`config.mk`:
```
export PLATFORM = sky130hd
export DESIGN_NAME = pipe_hazard_ctrl
export DESIGN_NICKNAME = d
export VERILOG_FILES = /design/src/rtl/pipe_pkg.sv /design/src/rtl/hazard_detect.sv /design/src/rtl/pipe_hazard_ctrl.sv
export SDC_FILE = /design/constraint.sdc
export NUM_CORES = 1
export LEC_CHECK = 0
export ABC_AREA = 1
export BUFFER_PORTS_ARGS = -buffer_cell sky130_fd_sc_hd__buf_2
export CORE_ASPECT_RATIO = 1.5
export CORE_MARGIN = 10
export CORE_UTILIZATION = 40
export CTS_CLUSTER_DIAMETER = 150
export DETAILED_ROUTE_END_ITERATION = 8
export HOLD_SLACK_MARGIN = 0.06
export PLACE_DENSITY = 0.7
export SLEW_MARGIN = 20
export SYNTH_ARGS = -nofsm -noshare
export SYNTH_HDL_FRONTEND = slang
export SYNTH_HIERARCHICAL = 1
export SYNTH_SLANG_ARGS = --single-unit
```
`constraint.sdc`:
```
create_clock -name i_clk -period 1.3 [get_ports i_clk]
set_input_delay 0.195 -clock i_clk [delete_from_list [all_inputs] [get_ports i_clk]]
set_output_delay 0.195 -clock i_clk [all_outputs]
set_load 0.05 [all_outputs]
```
`src/rtl/pipe_pkg.sv`:
```
// Shared types and constants for the IF -> EX -> MEM/WB pipeline control.
package pipe_pkg;

  typedef enum logic [1:0] {
    ST_RUN,
    ST_MEM_WAIT,
    ST_BUBBLE,
    ST_ERROR
  } pipe_state_t;

  // ADDI x0, x0, 0 -- the instruction loaded into IF/EX when it is flushed.
  localparam logic [31:0] NOP_INSTR = 32'h0000_0013;

endpackage

```
`src/rtl/hazard_detect.sv`:
```
// Load-use hazard compare: a load in MEM writes a register that the EX
// instruction reads. x0 is hard-wired to zero, so it never creates a hazard.
// Purely combinational so the forwarding logic can share it.
module hazard_detect (
  input  logic       i_mem_is_ld,
  input  logic [4:0] i_mem_rd,
  input  logic [4:0] i_ex_rs1,
  input  logic [4:0] i_ex_rs2,
  input  logic       i_ex_use_rs1,
  input  logic       i_ex_use_rs2,
  output logic       o_lu_hazard
);

  logic rs1_hit;
  logic rs2_hit;

  assign rs1_hit     = i_ex_use_rs1 & (i_ex_rs1 == i_mem_rd);
  assign rs2_hit     = i_ex_use_rs2 & (i_ex_rs2 == i_mem_rd);
  assign o_lu_hazard = i_mem_is_ld & (i_mem_rd != 5'd0) & (rs1_hit | rs2_hit);

endmodule

```
`src/rtl/pipe_hazard_ctrl.sv`:
```
// Stall/flush sequencer for the 3-stage pipeline.
//
//   state       | meaning
//   ------------+-----------------------------------------------------------
//   ST_RUN      | normal flow; load-use and branch handled combinationally
//   ST_MEM_WAIT | data memory access outstanding, whole pipe frozen
//   ST_BUBBLE   | extra load-use bubbles beyond the first one
//   ST_ERROR    | data memory timed out; frozen until reset
//
// The release cycle out of ST_MEM_WAIT applies the same load-use/branch rules
// as ST_RUN, so a completed access costs no extra cycle and a branch held in
// EX during the wait is honoured right away.
module pipe_hazard_ctrl
  import pipe_pkg::*;
#(
  parameter int BIT_WIDTH   = 32,
  parameter int MEM_TIMEOUT = 16,
  parameter int LU_BUBBLES  = 1
) (
  input  logic       i_clk,
  input  logic       i_rstn,
  input  logic       i_mem_is_ld,
  input  logic       i_mem_is_st,
  input  logic [4:0] i_mem_rd,
  input  logic [4:0] i_ex_rs1,
  input  logic [4:0] i_ex_rs2,
  input  logic       i_ex_use_rs1,
  input  logic       i_ex_use_rs2,
  input  logic       i_ex_br_taken,
  input  logic       i_dmem_ready,
  output logic       o_pc_en,
  output logic       o_if_ex_en,
  output logic       o_if_ex_flush,
  output logic       o_ex_mem_en,
  output logic       o_ex_mem_flush,
  output logic       o_dmem_req,
  output logic       o_dmem_timeout
);

  localparam int             WCW    = $clog2(MEM_TIMEOUT + 1);
  localparam logic [WCW-1:0] WAIT_MAX = WCW'(MEM_TIMEOUT);
  localparam logic [1:0]     LU_REM = 2'(LU_BUBBLES - 1);

  // Unsupported parameter sets are rejected at elaboration.
  if (BIT_WIDTH != 32 || MEM_TIMEOUT < 1 || LU_BUBBLES < 1 || LU_BUBBLES > 3) begin : g_bad_params
    $error("pipe_hazard_ctrl: unsupported parameter set");
  end

  pipe_state_t    state_q, state_d;
  logic [WCW-1:0] wait_cnt_q, wait_cnt_d;
  logic [1:0]     bub_cnt_q, bub_cnt_d;
  logic           timeout_q, timeout_d;

  logic mem_op;
  logic lu_hazard;

  logic        run_pc_en, run_if_ex_en, run_if_ex_flush, run_ex_mem_en, run_ex_mem_flush;
  pipe_state_t run_next;
  logic [1:0]  run_bub;

  logic pc_en, if_ex_en, if_ex_flush, ex_mem_en, ex_mem_flush, dmem_req;

  assign mem_op = i_mem_is_ld | i_mem_is_st;

  hazard_detect u_hazard_detect (
    .i_mem_is_ld  (i_mem_is_ld),
    .i_mem_rd     (i_mem_rd),
    .i_ex_rs1     (i_ex_rs1),
    .i_ex_rs2     (i_ex_rs2),
    .i_ex_use_rs1 (i_ex_use_rs1),
    .i_ex_use_rs2 (i_ex_use_rs2),
    .o_lu_hazard  (lu_hazard)
  );

  // Load-use / branch / flow-through rules shared by ST_RUN and the wait release.
  always_comb begin
    run_pc_en        = 1'b1;
    run_if_ex_en     = 1'b1;
    run_if_ex_flush  = 1'b0;
    run_ex_mem_en    = 1'b1;
    run_ex_mem_flush = 1'b0;
    run_next         = ST_RUN;
    run_bub          = 2'd0;
    if (lu_hazard) begin
      // Branch operands depend on the load, so a taken branch is ignored here.
      run_pc_en        = 1'b0;
      run_if_ex_en     = 1'b0;
      run_ex_mem_flush = 1'b1;
      run_bub          = LU_REM;
      if (LU_BUBBLES > 1) begin
        run_next = ST_BUBBLE;
      end
    end else if (i_ex_br_taken) begin
      run_if_ex_flush = 1'b1;
    end
  end

  // Next-state, counters and pipeline controls.
  always_comb begin
    state_d      = state_q;
    wait_cnt_d   = wait_cnt_q;
    bub_cnt_d    = bub_cnt_q;
    timeout_d    = timeout_q;
    pc_en        = 1'b0;
    if_ex_en     = 1'b0;
    if_ex_flush  = 1'b0;
    ex_mem_en    = 1'b0;
    ex_mem_flush = 1'b0;
    dmem_req     = 1'b0;
    case (state_q)
      ST_RUN: begin
        dmem_req = mem_op;
        if (mem_op && !i_dmem_ready) begin
          state_d    = ST_MEM_WAIT;
          wait_cnt_d = WCW'(1);
        end else begin
          pc_en        = run_pc_en;
          if_ex_en     = run_if_ex_en;
          if_ex_flush  = run_if_ex_flush;
          ex_mem_en    = run_ex_mem_en;
          ex_mem_flush = run_ex_mem_flush;
          state_d      = run_next;
          bub_cnt_d    = run_bub;
        end
      end
      ST_MEM_WAIT: begin
        dmem_req = 1'b1;
        if (i_dmem_ready) begin
          pc_en        = run_pc_en;
          if_ex_en     = run_if_ex_en;
          if_ex_flush  = run_if_ex_flush;
          ex_mem_en    = run_ex_mem_en;
          ex_mem_flush = run_ex_mem_flush;
          state_d      = run_next;
          bub_cnt_d    = run_bub;
          wait_cnt_d   = '0;
        end else if (wait_cnt_q == WAIT_MAX) begin
          state_d   = ST_ERROR;
          timeout_d = 1'b1;
        end else begin
          wait_cnt_d = wait_cnt_q + WCW'(1);
        end
      end
      ST_BUBBLE: begin
        ex_mem_en    = 1'b1;
        ex_mem_flush = 1'b1;
        if (bub_cnt_q <= 2'd1) begin
          bub_cnt_d = 2'd0;
          state_d   = ST_RUN;
        end else begin
          bub_cnt_d = bub_cnt_q - 2'd1;
        end
      end
      ST_ERROR: begin
        state_d = ST_ERROR;
      end
    endcase
  end

  // State and counter registers with synchronous active-low reset.
  always_ff @(posedge i_clk) begin
    if (!i_rstn) begin
      state_q    <= ST_RUN;
      wait_cnt_q <= '0;
      bub_cnt_q  <= 2'd0;
      timeout_q  <= 1'b0;
    end else begin
      state_q    <= state_d;
      wait_cnt_q <= wait_cnt_d;
      bub_cnt_q  <= bub_cnt_d;
      timeout_q  <= timeout_d;
    end
  end

  // Reset held low freezes the pipeline regardless of state.
  assign o_pc_en        = i_rstn & pc_en;
  assign o_if_ex_en     = i_rstn & if_ex_en;
  assign o_if_ex_flush  = i_rstn & if_ex_flush;
  assign o_ex_mem_en    = i_rstn & ex_mem_en;
  assign o_ex_mem_flush = i_rstn & ex_mem_flush;
  assign o_dmem_req     = i_rstn & dmem_req;
  assign o_dmem_timeout = timeout_q;

endmodule

```
# Word level (Yosys, flattened, before mapping)
# Cells that the tools add are included.
[totals]
out_inout_bits = 7
register_bits = 10
wordCells = 71
[classes]
mux = 30
eq_ne = 12
n_reduce_logical = 10
bitwise = 12
order_cmp = 1
add_sub_neg = 2
[ops]
columns = ["cell", "n"]
rows = [
  ["$mux 5", 3],
  ["$mux 1", 13],
  ["$mux 2", 6],
  ["$eq 5x5->1", 2],
  ["$pmux 5 s2", 1],
  ["$and 1x1->1", 9],
  ["$reduce_and 3->1", 3],
  ["$ne 2x2->1 const B", 4],
  ["$pmux 2 s4", 1],
  ["$ne 3x3->1 const B", 2],
  ["$pmux 1 s2", 3],
  ["$pmux 1 s3", 2],
  ["$pmux 2 s3", 1],
  ["$add 5x1->5 const B", 1],
  ["$eq 5x5->1 const B", 1],
  ["$reduce_bool 5->1", 1],
  ["$eq 2x2->1 const B", 2],
  ["$reduce_bool 3->1", 1],
  ["$eq 2x1->1 const B", 1],
  ["$le 2x1->1 const B", 1],
  ["$logic_not 2->1", 1],
  ["$or 1x1->1", 2],
  ["$reduce_and 2->1", 1],
  ["$reduce_bool 2->1", 1],
  ["other kinds (4)", 4],
]

# Logic depth before layout (Yosys ltp)
[logic_depth]
ltp_word = 8
depth_mapped = 9
depth_no_buf = 9

# Modules after synthesis
# The synthesis kept the hierarchy.
[by_module_without_submodules]
columns = ["module", "seq_area_each_um2", "instances", "cells_each", "area_each_um2"]
rows = [
  ["pipe_hazard_ctrl", 200.2, 1, 89, 571.8],
  ["hazard_detect", 0.0, 1, 55, 216.5],
]

# Worst setup path before layout
# No wires, ideal clock.
[synth_path]
kind = "input to output"
startpoint = "input i_mem_rd[3]"
endpoint = "output o_if_ex_flush"
required_ns = 1.105
path_buffers = 0
path_slack_ns = -1.214
stages = 6
arrival_time_ns = 2.319
cell_sequence = "inv_1 -> nand4_1 -> o21ai_0 -> a21oi_1 -> nor3_1 -> and2_1"
[synth_via]
elab_chain_cells = 8
[synth_lines]
columns = ["element", "line", "text"]
rows = [
  ["from (decl)", "pipe_hazard_ctrl.sv:24", "input logic [4:0] i_mem_rd,"],
  ["$eq 5x5->1, on equally long branches", "hazard_detect.sv:17, hazard_detect.sv:18", ""],
  ["$and 1x1->1, on equally long branches", "hazard_detect.sv:17, hazard_detect.sv:18", ""],
  ["$or 1x1->1", "hazard_detect.sv:19", "assign o_lu_hazard = i_mem_is_ld & (i_mem_rd != 5'd0) & (rs1_hit | rs2_hit);"],
  ["$and 1x1->1 *", "hazard_detect.sv:19", ""],
  ["via lu_hazard", "pipe_hazard_ctrl.sv:55", "logic lu_hazard;"],
  ["$mux 1 *", "pipe_hazard_ctrl.sv:84", "if (lu_hazard) begin"],
  ["$mux 1, on equally long branches", "pipe_hazard_ctrl.sv:128, pipe_hazard_ctrl.sv:113", ""],
  ["$pmux 1 s2 *", "pipe_hazard_ctrl.sv:110", "case (state_q)"],
  ["$and 1x1->1 *", "pipe_hazard_ctrl.sv:178", "assign o_if_ex_flush = i_rstn & if_ex_flush;"],
  ["to (decl)", "pipe_hazard_ctrl.sv:33", "output logic o_if_ex_flush,"],
]
# The timed path passes the listed nets; every way through them passes the cells marked *.

# Worst setup path after layout
[layout_path]
startpoint = "register state_q[0]"
endpoint = "output o_if_ex_flush"
[layout_via]
elab_chain_cells = 3
[layout_lines]
columns = ["element", "line", "text"]
rows = [
  ["from (decl)", "pipe_hazard_ctrl.sv:49", "pipe_state_t state_q, state_d;"],
  ["from (signal assigned)", "pipe_hazard_ctrl.sv:168", "state_q <= state_d;"],
  ["$eq 2x1->1 / $logic_not 2->1 (equally long branches)", "pipe_hazard_ctrl.sv:110", ""],
  ["$pmux 1 s2 *", "pipe_hazard_ctrl.sv:110", ""],
  ["$and 1x1->1 *", "pipe_hazard_ctrl.sv:178", ""],
]
# Mark *: on every way between the ends. The rest lies on a longest branch, timed or not.

==> flow_metrics.env <==
export IMPL_met2_usage_pct=22.4
export IMPL_die_h_um=74.4
export IMPL_drc_errors=0
export IMPL_yosysMostFrequentCell="nand2_1"
export IMPL_yosysSeqAreaShare_pct=25.4
export IMPL_cts_made_buffers=3
export IMPL_antenna_found_initial=0
export IMPL_cts_root_buf="clkbuf_4"
export IMPL_final_core_util_pct=70.0
export IMPL_avgSynthCellArea_sq_um=5.47
export IMPL_power_density_nw_per_um2=727
export IMPL_core_area_sq_um=1850
export IMPL_drv_slew=0
export IMPL_yosysWarnings=6
export IMPL_worstSetupPathType="register to output port"
export IMPL_avgViaCountPerCell=5.07
export IMPL_cp_required_ns=1.11
export IMPL_rsz0062_at_grt="true"
export IMPL_die_area_sq_um=4180
export IMPL_drive_gt1_share_pct=42.4
export IMPL_cp_cell_sequence="inv_2 > a21oi_2 > nor3_4 > and2_4 > buf_8"
export IMPL_cts_sinks=10
export IMPL_clock_path_buffers=2
export IMPL_maxCapViolCount=0
export IMPL_synth_edff_count=0
export IMPL_fin_hold_ws_ns=0.197
export IMPL_synth_ff_type="dfxtp_1"
export IMPL_ir_drop_v=0.000466
export IMPL_routed_wl_um=2640
export IMPL_use_met1_pct=11.0
export IMPL_start_util_pct=42.5
export IMPL_cp_start_kind="register"
export IMPL_violations="negative setup slack"
export IMPL_overflow=0
export IMPL_finalNetCount=218
export IMPL_cp_slowest_cell="dfxtp_4"
export IMPL_cp_max_fo=4
export IMPL_clkSlewWorstSetupHoldPaths_ns=0.06
export IMPL_holdBufCountCts=0
export IMPL_syn_cell_area_sq_um=788
export IMPL_finalSetupTns_ns=-0.938
export IMPL_hp_class="input pin to register"
export IMPL_grt_met3_usage_pct=3.75
export IMPL_arrival_ns=1.27
export IMPL_firstDrtPassIters=4
export IMPL_grt_busiest_layer="met2"
export IMPL_critPathMaxStageDelay_ns=0.37
export IMPL_worst_slew_pin_slew_ns=0.250
export IMPL_slew_headroom_pct=83.4
export IMPL_synth_largest_area_cell="dfxtp_1"
export IMPL_drtIter0Drc=18
export IMPL_htreeDepth=1
export IMPL_fin_ws_ns=-0.168
export IMPL_area_growth_pct=64.8
export IMPL_period_share_pct=113
export IMPL_grt_pass1_vias=1170
export IMPL_synth_top_area_share_pct=25.4
export IMPL_grt_first_pass_wirelength_um=4370
export IMPL_status="finished with violations"
export IMPL_ys_seq_elements=10
export IMPL_netlist_instances=144
export IMPL_io_buffers=29
export IMPL_fmax_ghz=0.681
export IMPL_cts_tree="yes"
export IMPL_leakage_uw=0.000687
export IMPL_dp_cells=206
export IMPL_grt_max_degree=9
export IMPL_fill_cells=155
export IMPL_setup_violations=6
export IMPL_pre_cts_ws_ns=-0.276
export IMPL_period_needed_ns=1.47
export IMPL_skew_ns=0.000949
export IMPL_antenna_left=0
export IMPL_syn_nets=169
export IMPL_antenna_cells=0
export IMPL_vias=1075
export IMPL_yosysUniqueCellTypes=20
export IMPL_wl_per_cell_um=12.5
export IMPL_async_flop_share_pct=0
export IMPL_end_kind="output port"
export IMPL_die_w_um=56.2
export IMPL_num_rows=19
export IMPL_clk_latency_ns=0.28
export IMPL_ys_top_cells_by_count="nand2_1, inv_1, nor2_1"
export IMPL_dp_hpwl_um=2030
export IMPL_hold_violations=0
export IMPL_grt_usage_pct=12.9
export IMPL_synthTopCellsByArea="dfxtp_1, nand2_1, inv_1"
export IMPL_place_congestion=0.891
export IMPL_fin_cells=212
export IMPL_pin_count=30
[cell usage in the layout (no fill, tap or decap)]
cell type | netlist | final
nand2_4 | 0 | 2
o21ai_1 | 1 | 1
nor2_1 | 17 | 12
nand2_2 | 4 | 5
nor3_4 | 0 | 1
nor2_4 | 0 | 2
o21a_2 | 0 | 1
nand3_1 | 10 | 8
dfxtp_2 | 0 | 1
nand3_2 | 0 | 2
nor2_2 | 2 | 5
nand2_1 | 49 | 46
inv_2 | 1 | 3
buf_6 | 0 | 3
inv_1 | 26 | 21
inv_6 | 0 | 1
nand4_1 | 2 | 2
dfxtp_1 | 10 | 7
or2_0 | 1 | 1
inv_4 | 0 | 1
a21oi_2 | 0 | 2
a211oi_1 | 1 | 1
inv_12 | 0 | 1
ha_1 | 2 | 2
buf_4 | 1 | 20
clkbuf_4 | 0 | 3
and2_4 | 0 | 1
buf_8 | 0 | 4
a21oi_1 | 11 | 7
a21oi_4 | 0 | 2
o21ai_0 | 2 | 1
clkinv_1 | 1 | 1
buf_2 | 0 | 18
dfxtp_4 | 0 | 2
o21ai_4 | 0 | 1
[state kept, by name, indices dropped and copies added, names as in the netlist]
name,count
o_dmem_timeout,1
state_q,2
bub_cnt_q,2
wait_cnt_q,5
[critical path, delay by kind of cell, from the launching register on]
kind | cells | cell delay (ns)
flip-flops | 1 | 0.37
AO/OA/AOI/OAI | 1 | 0.06
buffers and inverters | 2 | 0.20
AND/OR/NAND/NOR | 2 | 0.36
[cell type report]
cell class	count	area, sq um	share of cell area [%]
Inverter	28	125	9.63
Clock buffer	3	22.5	1.73
Multi-Input combinational cell	105	582	44.8
Sequential cell	10	209	16.1
Timing Repair Buffer	45	334	25.7
Tap cell	21	26.3	2.02
[stage by stage]
stage | power, uW | area, sq um
after floorplan | 519 | 838
after global placement | 638 | 1100
after detailed placement | 645 | 1100
after CTS | 909 | 1200
after global routing | 1010 | 1300
final | 944 | 1300
[power breakdown]
part	total, uW	leakage, uW	internal [uW]	switching [uW]
Clock	229	0.0000138	108	121
Sequential	330	0.0000832	316	13.4
Combinational	385	0.000590	169	216
[routing by layer]
metal  up-vias  wire length, um
li1        534                -
met1       486              957
met2        40             1370
met3        15              138
met4         0              179
met5         -                0
[worst paths after layout]
| kind | start | depth (start not counted) | endpoint | slack [ns] |
|---|---|---|---|---|
| max | state_q[0] | 5 | o_if_ex_flush | -0.17 |
| max reg2reg | wait_cnt_q[0] | 9 | wait_cnt_q[4] | 0.04 |
| min | i_rstn | 3 | wait_cnt_q[2] | 0.20 |
| min reg2reg | o_dmem_timeout | 2 | o_dmem_timeout | 0.46 |
[what timing repair did]
action / in CTS / in global routing
setup buffers: 1 / 2
setup endpoints to repair: 6 / 11
pin swaps: 9 / 5
gates resized for setup: 24 / 23
[cell families (layout without fill, tap and decap cells)]
group,after synthesis,count (layout),synth area share (%)
adders and majority gates,2,2,3.17
DFF,10,10,25.4
buffers and inverters,29,76,14.3
AOI/OAI and AO/OA,16,16,10.8
and+or+nand+nor,87,87,46.3
No activity file was read; power rests on OpenSTA's default activity.
